<file path="config.mk">
export PLATFORM = sky130hd
export DESIGN_NAME = end_screen_sequencer
export DESIGN_NICKNAME = d
export VERILOG_FILES = /design/src/rtl/end_screen_sequencer.sv
export SDC_FILE = /design/constraint.sdc
export NUM_CORES = 1
export LEC_CHECK = 0
export ABC_AREA = 1
export ABC_CLOCK_PERIOD_IN_PS = 11500
export BUFFER_PORTS_ARGS = -buffer_cell sky130_fd_sc_hd__buf_4
export CAP_MARGIN = 10
export CORE_AREA = 2 2 122 124
export DETAILED_ROUTE_END_ITERATION = 12
export DIE_AREA = 0 0 124 126
export PLACE_DENSITY = 0.69
export SLEW_MARGIN = 20
export SYNTH_ARGS = -nofsm -noshare
export SYNTH_HDL_FRONTEND = slang
export SYNTH_SLANG_ARGS = --single-unit
</file>
<file path="constraint.sdc">
create_clock -name vga_clock -period 11.5 [get_ports vga_clock]
set_input_delay 2.3 -clock vga_clock [delete_from_list [all_inputs] [get_ports vga_clock]]
set_output_delay 2.3 -clock vga_clock [all_outputs]
set_load 0.1 [all_outputs]
</file>
<file path="src/rtl/end_screen_sequencer.sv">
// End-screen sequencer: fades a face glyph in, holds it for a number of
// frames, then waits for a fresh jump-button press and pulses restart.
// MODE selects the glyph set (0 = frown drawn in red, 1 = smile drawn in green).
// Optional feature macro: END_SCREEN_BLINK_EN makes the glyph blink while armed.
module end_screen_sequencer #(
   parameter int MODE          = 0,
   parameter int SCREEN_WIDTH  = 640,
   parameter int SCREEN_HEIGHT = 480,
   parameter int BLOCK_WIDTH   = 40,
   parameter int GRID_COLS     = 17,
   parameter int GRID_ROWS     = 12,
   parameter int HOLD_FRAMES   = 120,
   parameter int BLINK_FRAMES  = 30
) (
   input  logic        vga_clock,
   input  logic        reset,
   input  logic        start,
   input  logic        jump_button,
   input  logic [31:0] row,
   input  logic [31:0] column,
   input  logic        display_enable,
   output logic [3:0]  vga_red,
   output logic [3:0]  vga_green,
   output logic [3:0]  vga_blue,
   output logic [9:0]  leds,
   output logic        busy,
   output logic        restart
);

   typedef enum logic [2:0] {
      IDLE  = 3'd0,
      FADE  = 3'd1,
      HOLD  = 3'd2,
      ARMED = 3'd3,
      EXIT  = 3'd4
   } state_t;

   localparam int HOLD_W = (HOLD_FRAMES > 1) ? $clog2(HOLD_FRAMES + 1) : 1;
   localparam logic [HOLD_W-1:0] HOLD_LAST = HOLD_W'((HOLD_FRAMES > 0) ? HOLD_FRAMES - 1 : 0);

   // A blink half-period of zero would never toggle; reject it at elaboration.
   if (BLINK_FRAMES < 1) begin : g_bad_blink
      $error("BLINK_FRAMES must be at least 1");
   end

   // The glyph ROM holds a 12 x 17 face; tiles outside it are background.
   // Row strings read left to right, column 0 first.
   function automatic logic glyph_at(input logic [3:0] ty, input logic [4:0] tx);
      logic [16:0] r;
      logic [16:0] s;
      case (ty)
         4'd1, 4'd2: r = 17'b00011100000111000;
         4'd6:       r = (MODE == 0) ? 17'b00000011111000000 : 17'b00001000000010000;
         4'd7:       r = 17'b00000100000100000;
         4'd8:       r = (MODE == 0) ? 17'b00001000000010000 : 17'b00000011111000000;
         default:    r = '0;
      endcase
      s = r << tx;
      return s[16];
   endfunction

   state_t            state_q, state_d;
   logic [3:0]        intensity_q, intensity_d;
   logic [HOLD_W-1:0] hold_cnt_q, hold_cnt_d;
   logic              sync1_q, sync2_q, prev_q;
   logic [3:0]        red_q, green_q, blue_q;
   logic [3:0]        red_d, green_d, blue_d;
   logic              frame_tick;
   logic              press;
   logic              glyph_vis;

`ifdef END_SCREEN_BLINK_EN
   localparam int BLINK_W = (BLINK_FRAMES > 1) ? $clog2(BLINK_FRAMES + 1) : 1;
   localparam logic [BLINK_W-1:0] BLINK_LAST = BLINK_W'(BLINK_FRAMES - 1);
   logic [BLINK_W-1:0] blink_cnt_q, blink_cnt_d;
   logic               visible_q, visible_d;
`endif

   assign frame_tick = display_enable
                    && (row == 32'(SCREEN_HEIGHT - 1))
                    && (column == 32'(SCREEN_WIDTH - 1));

   // A press is a rising edge of the synchronised button.
   assign press = sync2_q & ~prev_q;

   // Two-flop synchroniser for the raw button plus the edge-detect history flop.
   always_ff @(posedge vga_clock or posedge reset) begin
      if (reset) begin
         sync1_q <= 1'b0;
         sync2_q <= 1'b0;
         prev_q  <= 1'b0;
      end else begin
         sync1_q <= jump_button;
         sync2_q <= sync1_q;
         prev_q  <= sync2_q;
      end
   end

   // Sequencer state, fade intensity and frame counters.
   always_ff @(posedge vga_clock or posedge reset) begin
      if (reset) begin
         state_q     <= IDLE;
         intensity_q <= 4'd0;
         hold_cnt_q  <= '0;
`ifdef END_SCREEN_BLINK_EN
         blink_cnt_q <= '0;
         visible_q   <= 1'b1;
`endif
      end else begin
         state_q     <= state_d;
         intensity_q <= intensity_d;
         hold_cnt_q  <= hold_cnt_d;
`ifdef END_SCREEN_BLINK_EN
         blink_cnt_q <= blink_cnt_d;
         visible_q   <= visible_d;
`endif
      end
   end

   // Next-state logic; every state change restarts the frame counters.
   always_comb begin
      state_d     = state_q;
      intensity_d = intensity_q;
      hold_cnt_d  = hold_cnt_q;
`ifdef END_SCREEN_BLINK_EN
      blink_cnt_d = blink_cnt_q;
      visible_d   = visible_q;
`endif
      case (state_q)
         IDLE: begin
            if (start) begin
               state_d     = FADE;
               intensity_d = 4'd0;
            end
         end
         FADE: begin
            if (frame_tick) begin
               if (intensity_q == 4'd15) state_d = HOLD;
               else intensity_d = intensity_q + 4'd1;
            end
         end
         HOLD: begin
            if (HOLD_FRAMES == 0) begin
               state_d = ARMED;
            end else if (frame_tick) begin
               if (hold_cnt_q == HOLD_LAST) state_d = ARMED;
               else hold_cnt_d = hold_cnt_q + HOLD_W'(1);
            end
         end
         ARMED: begin
            if (press) state_d = EXIT;
`ifdef END_SCREEN_BLINK_EN
            if (frame_tick) begin
               if (blink_cnt_q == BLINK_LAST) begin
                  blink_cnt_d = '0;
                  visible_d   = ~visible_q;
               end else begin
                  blink_cnt_d = blink_cnt_q + BLINK_W'(1);
               end
            end
`endif
         end
         EXIT:    state_d = IDLE;
         default: state_d = IDLE;
      endcase
      if (state_d != state_q) begin
         hold_cnt_d  = '0;
`ifdef END_SCREEN_BLINK_EN
         blink_cnt_d = '0;
         visible_d   = 1'b1;
`endif
      end
   end

`ifdef END_SCREEN_BLINK_EN
   assign glyph_vis = (state_q != ARMED) || visible_q;
`else
   assign glyph_vis = 1'b1;
`endif

   // Pixel colour for the current row/column, registered below.
   always_comb begin
      logic [31:0] tx;
      logic [31:0] ty;
      logic        in_map;
      logic        pix_on;
      tx     = column / BLOCK_WIDTH;
      ty     = row / BLOCK_WIDTH;
      in_map = (tx < GRID_COLS) && (ty < GRID_ROWS) && (tx < 32'd17) && (ty < 32'd12);
      pix_on = display_enable && (state_q != IDLE) && in_map && glyph_vis
            && glyph_at(ty[3:0], tx[4:0]);
      red_d   = (MODE == 0 && pix_on) ? intensity_q : 4'd0;
      green_d = (MODE != 0 && pix_on) ? intensity_q : 4'd0;
      blue_d  = 4'd0;
   end

   // Colour output registers give one cycle of latency from the pixel inputs.
   always_ff @(posedge vga_clock or posedge reset) begin
      if (reset) begin
         red_q   <= 4'd0;
         green_q <= 4'd0;
         blue_q  <= 4'd0;
      end else begin
         red_q   <= red_d;
         green_q <= green_d;
         blue_q  <= blue_d;
      end
   end

   assign vga_red   = red_q;
   assign vga_green = green_q;
   assign vga_blue  = blue_q;
   assign leds      = {2'b00, sync2_q, intensity_q, state_q};
   assign busy      = (state_q != IDLE);
   assign restart   = (state_q == EXIT);

endmodule
</file>
# == After elaboration in Yosys (flattened, before gate mapping) ==
# Index checks and enable logic that the tools add are counted.
# word_totals
regBits,21
out_inout_bits,24
# classes
add_sub_neg,2
div,2
magnitude_cmp,2
eq_ne,18
shifts,1
n_mux,17
bitwise_logic,2
reduce_logical,16
# op_table
operator,n
$div A32 B6 Y32 const B,2
$pmux W14 S4,1
$eq A32 B10 Y1 const B,1
$eq A32 B9 Y1 const B,1
$lt A32 B4 Y1 const B,1
$lt A32 B5 Y1 const B,1
$mux W7,4
$mux W3,6
$shl A17 B5 Y17,1
$mux W4,4
$pmux W3 S4,1
$eq A4 B3 Y1 const B,2
$eq A4 B4 Y1 const B,2
$logic_and A1 B1 Y1,8
$pmux W4 S2,1
$add A7 B1 Y7 const B,1
$eq A7 B7 Y1 const B,1
$eq A3 B2 Y1 const B,2
$ne A2 B2 Y1 const B,3
$reduce_bool A2 Y1,3
$add A4 B1 Y4 const B,1
$eq A4 B1 Y1 const B,1
$eq A4 B2 Y1 const B,1
$reduce_and A4 Y1,1
other kinds (10),10

# == Depth between registers and ports, before layout ==
# Gate-level depths: netlist of the first run.
# depth
depth_word,8
depth_mapped,131
ltp_nobuf,131

# == Worst setup path before layout of the first run ==
# No wires, ideal clock.
# synth_path
kind,input -> register
from,in column[29]
to,"reg red_q[2], in the netlist vga_red[2]"
arrival_ps,10642
setup_slack_ps,783
stages,112
path_buffers,0
cell_sequence,nor2_2 nand2_2 o21ai_1 nand2_1 o2111ai_1 inv_2 a21oi_2 nand2_2 nand2_4 nand2_2 nand2_2 xor2_1 nand2_2 nand3_4 nand2_4 nand2_2 nand3_1 nand2_2 [... 76 more ...] nand2_1 nand2_2 inv_2 nand2_4 nand2_2 nand2_2 inv_2 nand2_2 nand3_1 a21oi_2 nand2_2 nor2_1 nand2_1 nand2_1 nand2_1 nand3_2 nand3_2 nor2_1
# synth_via
elab_chain_cells,8
# synth_lines
element,line,text
from (decl),20,"input logic [31:0] column,"
$div A32 B6 Y32 *,187,tx = column / BLOCK_WIDTH;
$lt A32 B5 Y1,189,in_map = (tx < GRID_COLS) && (ty < GRID_ROWS) && (tx < 32'd17) && (ty < 32'd12);
$logic_and A1 B1 Y1 (3 in a row),189,
$logic_and A1 B1 Y1,190,pix_on = display_enable && (state_q != IDLE) && in_map && glyph_vis
$logic_and A1 B1 Y1 *,191,"&& glyph_at(ty[3:0], tx[4:0]);"
$mux W4 *,192,red_d = (MODE == 0 && pix_on) ? intensity_q : 4'd0;
named net red_d[2],67,"logic [3:0] red_d, green_d, blue_d;"
to (signal assigned),204,red_q <= red_d;
to (decl),66,"logic [3:0] red_q, green_q, blue_q;"
# Mark *: on every way through the listed nets, which the timed path passes. The rest lies on a longest branch.
# A chain may end at the register's enable or synchronous reset.

# == Final worst setup path of the first run ==
# layout_path
from,in row[30]
to,"reg red_q[1], in the netlist vga_red[1]"
# layout_via
elab_chain_cells,8
# layout_lines
element,line,text
from (decl),19,"input logic [31:0] row,"
$div A32 B6 Y32 *,188,ty = row / BLOCK_WIDTH;
$lt A32 B4 Y1,189,
$logic_and A1 B1 Y1 (3 in a row),189,
$logic_and A1 B1 Y1,190,
$logic_and A1 B1 Y1 *,191,
$mux W4 *,192,
named net red_d[1],67,
# Marked as above.

==> results of run 1 <==
-- path summary, 6_finish.rpt --
| kind | from | to | slack (ns) | depth (start not counted) |
|---|---|---|---|---|
| min in group asynchronous | reset | state_q[2] | 2.20 | 2 |
| hold / removal | sync1_q | sync2_q | 0.35 | 0 |
| max in group asynchronous | reset | vga_red[0] | 8.80 | 2 |
| hold reg to reg | sync1_q | sync2_q | 0.35 | 0 |
| setup / recovery | row[30] | vga_red[1] | -0.48 | 113 |
| setup reg to reg | state_q[2] | vga_red[1] | 5.50 | 25 |
-- critical path: cells and delay by family --
family	cells	cell delay, ns
and+or+nand+nor	89	7.83
buffers and inverters	20	1.36
AOI/OAI and AO/OA	4	0.54
-- layout by cell type (no fill, tap or decap), types with 8 or more instances in the layout --
cell type	Yosys	layout
nor3_1	9	9
nand2_4	59	151
a21oi_1	8	8
inv_1	119	104
o21ai_0	11	8
inv_2	66	67
nand2_1	274	204
nand3_2	60	68
nand2_2	180	152
nand4_1	22	22
o21ai_2	9	12
conb_1	1	10
nand3_1	189	147
nor2_1	32	26
buf_4	11	256
inv_4	2	17
dfrtp_1	21	21
nor4_1	16	14
nand3_4	3	37
-- sequential cells by signal (all words and copies together) (netlist names) --
register	count
hold_cnt_q	7
intensity_q	4
prev_q	1
state_q	3
sync1_q	1
sync2_q	1
vga_red	4
-- layer usage --
metal / share of wire / track usage / vias up
met1: 0.40 / 0.294 / 3925
li1: - / - / 4292
met4: 0.028 / 0.0628 / 0
met2: 0.54 / 0.449 / 205
met3: 0.033 / 0.0322 / 53
met5: 0 / 0 / -
-- metrics by stage --
step                setup slack [ns]  hold slack [ns]   util  cells  area [sq um]
floorplan                      0.783            0.331      -   1177          7000
global placement              -0.400            0.333  0.582   1507          8330
detailed placement            -0.521            0.337  0.582   1507          8330
CTS                         -0.00739            0.351  0.660   1587          9450
global route                   -1.24            0.356  0.742   1613         10600
finish                        -0.476            0.349  0.742   1613         10600
-- synthesized netlist by cell type (all sizes together) (3+ instances only) --
cell	instances	area, sq um
nand2	513	2820
o21ai	32	205
a21oi	13	83.8
clkinv	8	40.0
inv	187	707
xor2	8	70.1
nor2	38	173
nand3	252	1600
o21bai	3	22.5
nand3b	7	52.6
nor4	16	100
nor3	9	45.0
dfrtp	21	526
bufinv	4	70.1
buf	11	82.6
o2111ai	3	26.3
nand4	22	138
-- area by class of cell --
type	count	area, sq um
Clock buffer	3	75.1
Clock inverter	1	7.51
Fill cell	1079	3690
Inverter	199	871
Multi-Input combinational cell	946	6940
Sequential cell	21	526
Tap cell	184	230
Timing Repair Buffer	259	1970
-- kinds of logic after synthesis --
logic type / synth area share
multiplexers: 0.00323
AO/OA/AOI/OAI: 0.0627
XOR/XNOR: 0.0133
other: 0.000538
adder cells (fa/ha/maj): 0.00359
buffers and inverters: 0.129
AND/OR/NAND/NOR: 0.712
flip-flops: 0.0754
-- what timing repair did --
| item | 4_1_cts | 5_1_grt |
|---|---|---|
| gates resized for setup | 113 | 219 |
| pin swaps | 68 | 112 |
| buffers inserted | 76 | 26 |
| endpoints found under the setup margin | 4 | 4 |
==> metrics.csv, run 1 <==
stage,metric,value,unit
logic_synthesis,yosys_warnings,0,
logic_synthesis,synth_cell_types,49,
global_route,overflow,0,
timing,setup_viol,4,
global_route,grtUsageTotal,0.244,
timing,finalCritPeriodShare,1.04,
cts,holdBufCountCts,0,
setup_path,crit_top_cell,nand2_4,
global_route,antenna_found_initial,0,
setup_path,start_kind,primary input,
floorplan,fp-row-count,44,
route,post_drt_via_cell_ratio,5.25,
timing,clock_skew,0.00618,ns
cells_and_area,antenna_cells,0,
timing,setup-tns-final,-1.84,ns
floorplan,io_pins,93,
floorplan,start_util,0.487,
cells_and_area,drive_gt1_frac,0.572,
cts,root_buffer,clkbuf_16,
logic_synthesis,synth_edf_count,0,
setup_path,cpMaxStageDelayCell,a21oi_2,
route,wl,22.5,mm
timing,hold_viol,0,
logic_synthesis,yosysSeqAreaShare,0.0754,
global_route,grt_pass1_wl,32.5,mm
cts,cts_sinks,21,
status,violations,negative setup slack,
timing,clock.fmax,83.5,MHz
placement,hpwlAfterDp,14.3,mm
global_route,grt_max_degree,22,
placement,gp_congestion,0.874,
setup_path,critPathMaxFanout,7,
global_route,grt_pass1_vias,7742,
timing,max_slew_margin,0.467,
cts,clock_path_buffers,2,
timing,period_minus_slack,11.98,ns
logic_synthesis,synth_area,6970,sq um
status,status,"complete, but fails checks",
logic_synthesis,synth_cells,1168,
route,drtIter0Drc,360,
logic_synthesis,ys.flop_type,dfrtp_1,
timing,worst_pin_slew,0.798,ns
route,ant_nets,0,
flow_run,maxCapViolCount,0,
cells_and_area,areaGrowthSynthToFinish,52.5,%
cts,htreeDepth,1,
logic_synthesis,synthArstFlopShare,1.00,
route,drc,0,
route,vias,8475,
route,dr.pass1.iters,5,
floorplan,dieArea,15600,sq um
logic_synthesis,ys_seq_elements,21,
floorplan,fp.dieH,126,um
setup_path,critical_path_arrival,12.12,ns
floorplan,die_w,124,um
logic_synthesis,avgSynthCellArea,5.96,sq um
timing,fin_ws,-0.476,ns
placement,port_buffers,82,
setup_path,critical_path_class,primary input to flop,
cts,insertion_delay,0.26,ns
cts,cts_tree,built,
worst_hold_path,hp-class,flop to flop,
cells_and_area,final_net_count,1501,
cts,clk_pin_slew,0.06,ns
setup_path,cp-end-kind,flop,
cts,cts_buffers,3,
setup_path,cp.required,11.65,ns
timing,rsz0062_at_grt,yes,
timing,slew_viol_final,0,
floorplan,core,14300,sq um
setup_path,slowest_delay,0.17,ns
route,post_drt_wl_per_cell,14.0,um
Power of run 1 is not shown: default switching activity piles up to over one toggle a cycle in this logic, so the estimate is an artifact.
==> run 2, diff against run 1 <==
--- a/config.mk
+++ b/config.mk
@@ -9,10 +9,12 @@
 export ABC_CLOCK_PERIOD_IN_PS = 11500
 export BUFFER_PORTS_ARGS = -buffer_cell sky130_fd_sc_hd__buf_4
 export CAP_MARGIN = 10
-export CORE_AREA = 2 2 122 124
+export CELL_PAD_IN_SITES_DETAIL_PLACEMENT = 1
+export CELL_PAD_IN_SITES_GLOBAL_PLACEMENT = 1
+export CORE_AREA = 2 2 128 130
 export DETAILED_ROUTE_END_ITERATION = 12
-export DIE_AREA = 0 0 124 126
-export PLACE_DENSITY = 0.69
+export DIE_AREA = 0 0 130 132
+export PLACE_DENSITY_LB_ADDON = 0.1
 export SLEW_MARGIN = 20
 export SYNTH_ARGS = -nofsm -noshare
 export SYNTH_HDL_FRONTEND = slang
==> run 2 against run 1 <==
  * The run now fails in clock tree synthesis
  * Synthesized cell count unchanged
  * Synthesized area unchanged
==> metrics.csv, run 2 <==
stage,metric,value,unit,change
cts,clock_path_buffers,2,,unchanged
cts,root_buffer,clkbuf_16,,unchanged
floorplan,die_w,130,um,was 124 um
logic_synthesis,yosysSeqAreaShare,0.0754,,unchanged
status,tool.error,[ERROR DPL-0033] detailed placement checks failed during check placement.,,
logic_synthesis,synth_cells,1168,,unchanged
logic_synthesis,yosys.area_share.simple,0.712,,unchanged
logic_synthesis,synth_xor_area_frac,0.0133,,unchanged
logic_synthesis,synth_area,6970,sq um,unchanged
cts,htreeDepth,1,,unchanged
logic_synthesis,synth_area_leaders,"nand2_2, nand2_1, nand3_1",,unchanged
cts,cts_resized,242,,was 113
logic_synthesis,yosysTopAreaCellShare,0.162,,unchanged
placement,hpwlAfterDp,18.0,mm,was 14.3 mm
placement,gp_congestion,0.831,,was 0.874
placement,place_ws,-0.824,ns,was -0.521 ns
logic_synthesis,muxShareOfSynthArea,0.00323,,unchanged
logic_synthesis,synth_cell_types,49,,unchanged
floorplan,fp-row-count,46,,was 44
cts,holdBufCountCts,0,,unchanged
floorplan,start_util,0.443,,was 0.487
logic_synthesis,avgSynthCellArea,5.96,sq um,unchanged
floorplan,fp.dieH,132,um,was 126 um
status,haltStage,clock tree synthesis,,
logic_synthesis,synth_compound_area_frac,0.0627,,unchanged
logic_synthesis,synthArstFlopShare,1.00,,unchanged
logic_synthesis,synth_edf_count,0,,unchanged
logic_synthesis,synthTopCellsByCount,"nand2_1, nand3_1, nand2_2",,unchanged
logic_synthesis,synth_top_family_by_area,simple AND/OR/NAND/NOR gates,,unchanged
cts,cts_buffers,3,,unchanged
logic_synthesis,ys_seq_elements,21,,unchanged
floorplan,io_pins,93,,unchanged
logic_synthesis,synth_fa_ha_area_frac,0.00359,,unchanged
status,status,stopped before the end,,"was complete, but fails checks"
logic_synthesis,ys.flop_type,dfrtp_1,,unchanged
cts,cts_sinks,21,,unchanged
logic_synthesis,yosys_warnings,0,,unchanged
cts,cts_setup_buffers,126,,was 76
logic_synthesis,synth_most_common_cell,nand2_1,,unchanged
logic_synthesis,synth_top_area_cell,nand2_2,,unchanged
placement,port_buffers,82,,unchanged
==> run 2: cell counts after synthesis <==
No cell type changed its count.
==> run 2: through the flow <==
step | hold slack, ns | utilization | cells | area [sq um]
floorplan | 0.331 | - | 1177 | 7000
global placement | 0.332 | 0.538 | 1551 | 8460
detailed placement | 0.336 | 0.538 | 1551 | 8460
==> run 2: cell families after synthesis <==
family          after synthesis
fa+ha+maj                     2
mux                           1
compound gates               62
other cells                   1
simple gates                862
xor+xnor                      9
flops                        21
buf+inv                     210
==> run 3, diff against run 2 <==
--- a/config.mk
+++ b/config.mk
@@ -9,12 +9,10 @@
 export ABC_CLOCK_PERIOD_IN_PS = 11500
 export BUFFER_PORTS_ARGS = -buffer_cell sky130_fd_sc_hd__buf_4
 export CAP_MARGIN = 10
-export CELL_PAD_IN_SITES_DETAIL_PLACEMENT = 1
-export CELL_PAD_IN_SITES_GLOBAL_PLACEMENT = 1
-export CORE_AREA = 2 2 128 130
+export CORE_AREA = 2 2 145 147
 export DETAILED_ROUTE_END_ITERATION = 12
-export DIE_AREA = 0 0 130 132
-export PLACE_DENSITY_LB_ADDON = 0.1
+export DIE_AREA = 0 0 147 149
+export PLACE_DENSITY_LB_ADDON = 0.15
 export SLEW_MARGIN = 20
 export SYNTH_ARGS = -nofsm -noshare
 export SYNTH_HDL_FRONTEND = slang
==> run 3 against run 2 <==
  * The flow now finishes, with violations (negative setup slack)
==> metrics.csv, run 3 (synthesized netlist as in run 1, its figures left out) <==
stage,metric,value,unit,change
route,post_drt_wl_per_cell,11.8,um,
setup_path,critical_path_class,primary input to flop,,
route,dr.pass1.iters,4,,
timing,finalCritPeriodShare,1.01,,
route,drc,0,,
global_route,grtUsageTotal,0.166,,
timing,fin_ws,-0.135,ns,
cells_and_area,final_net_count,1516,,
route,vias,8074,,
cells_and_area,areaGrowthSynthToFinish,56.8,%,
floorplan,fp.dieH,149,um,was 132 um
timing,rsz0062_at_grt,yes,,
setup_path,slowest_delay,0.24,ns,
floorplan,io_pins,93,,unchanged
timing,setup_viol,4,,
cts,root_buffer,clkbuf_16,,unchanged
status,violations,negative setup slack,,
cts,cts_sinks,21,,unchanged
timing,setup-tns-final,-0.513,ns,
setup_path,critical_path_arrival,11.82,ns,
floorplan,die_w,147,um,was 130 um
timing,slew_viol_final,0,,
placement,port_buffers,82,,unchanged
cts,clk_pin_slew,0.06,ns,
timing,clock.fmax,85.9,MHz,
route,post_drt_via_cell_ratio,4.70,,
global_route,antenna_found_initial,0,,
setup_path,cp.required,11.68,ns,
timing,hold_viol,0,,
cells_and_area,num-fill-cells,2053,,
timing,worst_pin_slew,0.793,ns,
cts,holdBufCountCts,0,,unchanged
cells_and_area,top_register,hold_cnt_q,,
setup_path,cp-end-kind,flop,,
setup_path,critPathMaxFanout,6,,
setup_path,crit_top_cell,nand2_4,,
global_route,overflow,0,,
setup_path,cpMaxStageDelayCell,o21a_2,,
cts,insertion_delay,0.25,ns,
placement,gp_congestion,0.829,,was 0.831
timing,period_minus_slack,11.63,ns,
cells_and_area,mostFrequentLayoutCell,buf_4,,
floorplan,core,20600,sq um,
cells_and_area,drive_gt1_frac,0.585,,
cells_and_area,final_cell_mix,"buf_4, nand2_1, nand2_2, nand3_1, nand2_4",,
cts,cts_buffers,3,,unchanged
floorplan,start_util,0.339,,was 0.443
global_route,grt_pass1_wl,31.6,mm,
placement,placedCellCount,1637,,was 1551
cells_and_area,antenna_cells,0,,
floorplan,fp-row-count,53,,was 46
cts,clock_path_buffers,2,,unchanged
timing,clock_skew,0.00195,ns,
flow_run,maxCapViolCount,0,,
placement,hpwlAfterDp,15.6,mm,was 18.0 mm
setup_path,start_kind,primary input,,
route,drtIter0Drc,209,,
cells_and_area,largest_reg_flops,7,,
status,status,"complete, but fails checks",,was stopped before the end
global_route,grt_pass1_vias,7213,,
timing,max_slew_margin,0.471,,
route,wl,20.3,mm,
floorplan,dieArea,21900,sq um,
route,ant_nets,0,,
global_route,grt_max_degree,22,,
cts,cts_tree,built,,
worst_hold_path,hp-class,flop to flop,,
cts,htreeDepth,1,,unchanged
cells_and_area,fin_cells,1719,,
-- run 3: final cells by class --
cell class | instances | area (sq um) | share of cell area
Timing Repair Buffer | 274 | 2120 | 0.195
Tap cell | 275 | 344 | 0.0315
Multi-Input combinational cell | 946 | 6980 | 0.639
Sequential cell | 21 | 526 | 0.0481
Clock inverter | 1 | 5.00 | 0.000458
Inverter | 199 | 872 | 0.0798
Clock buffer | 3 | 75.1 | 0.00687
-- run 3: what timing repair did --
| item | CTS | global route |
|---|---|---|
| endpoints found under the setup margin | 4 | 4 |
| gates cloned | 0 | 0 |
| pin swaps | 55 | 174 |
| gates resized for setup | 98 | 251 |
| setup buffers | 30 | 48 |
-- run 3: worst max-delay path: cells and delay by family --
| kind | cells | cell delay [ns] |
|---|---|---|
| and+or+nand+nor | 96 | 7.38 |
| buffers and inverters | 20 | 1.60 |
| AOI/OAI and AO/OA | 3 | 0.48 |
-- run 3: path summary, 6_finish.rpt --
check | startpoint | endpoint | slack [ns] | cells after the start
max in group asynchronous | reset | vga_red[3] | 8.80 | 2
hold reg to reg | sync1_q | sync2_q | 0.35 | 0
min in group asynchronous | reset | hold_cnt_q[4] | 2.20 | 2
setup / recovery | row[30] | vga_red[3] | -0.13 | 119
hold / removal | sync1_q | sync2_q | 0.35 | 0
setup reg to reg | state_q[2] | vga_red[3] | 5.50 | 25
-- run 3: routing by layer --
layer	track usage	share of wire	vias to the layer above
li1	-	-	4309
met1	0.210	0.43	3673
met2	0.315	0.53	80
met3	0.0135	0.023	12
met4	0.0221	0.011	0
met5	0	0	-
-- run 3: metrics by stage --
| stage | setup slack (ns) | hold WS (ns) | utilization | instance area (sq um) |
|---|---|---|---|---|
| 2_1_floorplan | 0.783 | 0.331 | - | 7000 |
| 3_3_place_gp | -0.337 | 0.332 | 0.425 | 8730 |
| 3_5_place_dp | -0.390 | 0.336 | 0.425 | 8730 |
| 4_1_cts | 0.00107 | 0.349 | 0.460 | 9460 |
| 5_1_grt | -1.01 | 0.357 | 0.531 | 10900 |
| 6_report | -0.135 | 0.346 | 0.531 | 10900 |
Power of run 3 is left out for the same reason.
==> run 4, diff against run 3 <==
--- a/config.mk
+++ b/config.mk
@@ -10,6 +10,7 @@
 export BUFFER_PORTS_ARGS = -buffer_cell sky130_fd_sc_hd__buf_4
 export CAP_MARGIN = 10
 export CORE_AREA = 2 2 145 147
+export CTS_BUF_LIST = sky130_fd_sc_hd__clkbuf_2
 export DETAILED_ROUTE_END_ITERATION = 12
 export DIE_AREA = 0 0 147 149
 export PLACE_DENSITY_LB_ADDON = 0.15
==> run 4 against run 3 <==
  * The run still ends with negative setup slack left
  * Maximum frequency is essentially flat
  * Global-route usage decreased by 0.65 points
  * Count of clock-buffer cells in the layout unchanged
  * Sequential share of layout area increased by 0.18 points
  * Worst hold slack improved by 0.031 ns
  * First-iteration DRC count decreased by 8.6%
  * Clock skew increased by 0.011 ns
  * Largest cell class unchanged
==> metrics.csv, run 4 (synthesized netlist as in run 1, its figures left out) <==
stage,metric,value,unit,change
route,post_drt_wl_per_cell,11.7,um,was 11.8 um
setup_path,cp-end-kind,flop,,unchanged
status,status,"complete, but fails checks",,unchanged
floorplan,io_pins,93,,unchanged
placement,port_buffers,82,,unchanged
cells_and_area,fin_area,10500,sq um,was 10900 sq um
cells_and_area,largest_reg_flops,7,,unchanged
timing,fin_ws,-0.140,ns,was -0.135 ns
cts,cts_sinks,21,,unchanged
global_route,overflow,0,,unchanged
cells_and_area,drive_gt1_frac,0.567,,was 0.585
route,post_drt_via_cell_ratio,4.68,,was 4.70
cts,cts_tree,built,,unchanged
cts,clk_pin_slew,0.21,ns,was 0.06 ns
floorplan,dieArea,21900,sq um,unchanged
route,drtIter0Drc,191,,was 209
floorplan,fp.dieH,149,um,unchanged
cells_and_area,mostFrequentLayoutCell,buf_4,,unchanged
route,met2_length,10.6,mm,was 10.8 mm
floorplan,die_w,147,um,unchanged
route,wl_met1,8.69,mm,was 8.78 mm
timing,max_slew_margin,0.466,,was 0.471
flow_run,maxCapViolCount,0,,unchanged
timing,slew_viol_final,0,,unchanged
global_route,antenna_found_initial,0,,unchanged
timing,setup_viol,4,,unchanged
setup_path,cp.required,11.76,ns,was 11.68 ns
worst_hold_path,min_from,sync1_q,,unchanged
setup_path,crit_top_cell,nand2_4,,unchanged
worst_hold_path,hp-class,flop to flop,,unchanged
worst_hold_path,whs_path_depth,0,,unchanged
setup_path,critical_path_class,primary input to flop,,unchanged
cts,clock_path_buffers,2,,unchanged
route,drc,0,,unchanged
placement,hpwlAfterDp,15.6,mm,unchanged
cells_and_area,top_register,hold_cnt_q,,unchanged
floorplan,fp-row-count,53,,unchanged
route,ant_nets,0,,unchanged
cts,insertion_delay,0.31,ns,was 0.25 ns
timing,setup-tns-final,-0.496,ns,was -0.513 ns
setup_path,rr_endpoint,vga_red[2],,was vga_red[3]
cells_and_area,final_net_count,1499,,was 1516
route,wl_met3,457,um,unchanged
placement,place_ws,-0.390,ns,unchanged
cells_and_area,fin_cells,1702,,was 1719
timing,clock.fmax,85.9,MHz,about the same
setup_path,slowest_delay,0.18,ns,was 0.24 ns
global_route,grt_pass1_wl,30.5,mm,was 31.6 mm
timing,finalCritPeriodShare,1.01,,about the same
setup_path,start_kind,primary input,,unchanged
setup_path,r2r_slack,5.47,ns,was 5.50 ns
setup_path,critical_path_arrival,11.90,ns,was 11.82 ns
route,highest_layer,met4,,unchanged
placement,gp_congestion,0.829,,unchanged
worst_hold_path,min_to,sync2_q,,unchanged
cts,htreeDepth,1,,unchanged
cts,root_buffer,clkbuf_2,,was clkbuf_16
setup_path,cpMaxStageDelayCell,nor2_4,,was o21a_2
setup_path,r2r_start,state_q[2],,unchanged
floorplan,core,20600,sq um,unchanged
timing,hold_viol,0,,unchanged
timing,worst_pin_slew,0.800,ns,was 0.793 ns
route,wl,19.9,mm,was 20.3 mm
global_route,grt_max_degree,22,,unchanged
floorplan,start_util,0.339,,unchanged
cts,cts_buffers,3,,unchanged
global_route,grt_pass1_vias,7004,,was 7213
placement,placedCellCount,1637,,unchanged
route,vias,7959,,was 8074
setup_path,critPathMaxFanout,6,,unchanged
cells_and_area,areaGrowthSynthToFinish,51.1,%,was 56.8%
timing,rsz0062_at_grt,yes,,unchanged
setup_path,reg2reg_depth,25,,unchanged
placement,place_area,8730,sq um,unchanged
status,violations,negative setup slack,,unchanged
timing,period_minus_slack,11.64,ns,was 11.63 ns
cells_and_area,antenna_cells,0,,unchanged
route,dr.pass1.iters,4,,unchanged
timing,clock_skew,0.0125,ns,was 0.00195 ns
global_route,grtUsageTotal,0.160,,was 0.166
cells_and_area,final_cell_mix,"buf_4, nand2_1, nand2_2, nand3_1, nand2_4",,unchanged
[run 4: cell type report]
type                       count  area, sq um
inverter                     199          852
fill                        2107        10000
clock inverter                 1         5.00
sequential                    21          526
timing repair buffer         257         1960
clock buffer                   3         15.0
tap                          275          344
multi-input combinational    946         6820
[run 4: per-layer routing]
metal	vias up	GRT usage
met5	-	0
met4	0	0.0188
met3	12	0.0107
met2	79	0.300
met1	3600	0.207
li1	4268	-
[run 4: what timing repair did]
item	4_1_cts	5_1_grt
pin swaps	25	149
buffers inserted	10	51
endpoints found under the setup margin	4	4
cloned	0	0
gates resized for setup	41	262
hold buffers	0	0
[run 4: how the worst max path moves through the flow]
stage,from,endpoint,slack [ns],cells past startpoint
final,row[30],vga_red[2],-0.14,125
after CTS,row[31],vga_red[1],0.002,114
after detailed placement,row[29],vga_red[1],-0.39,117
after global placement,column[29],vga_red[3],-0.34,107
after global routing,row[30],vga_red[3],-1.02,125
after floorplan,column[29],vga_red[2],0.78,112
[run 4: critical path, delay by kind of cell]
family,cells,cell delay [ns]
AOI/OAI and AO/OA,1,0.16
and+or+nand+nor,104,8.01
buffers and inverters,20,1.38
[run 4: metrics by stage]
stage	hold slack, ns	utilization
final	0.377	0.512
after CTS	0.381	0.438
after floorplan	0.331	-
after detailed placement	0.336	0.425
after global placement	0.332	0.425
after global routing	0.390	0.512
Power of run 4 is left out for the same reason.
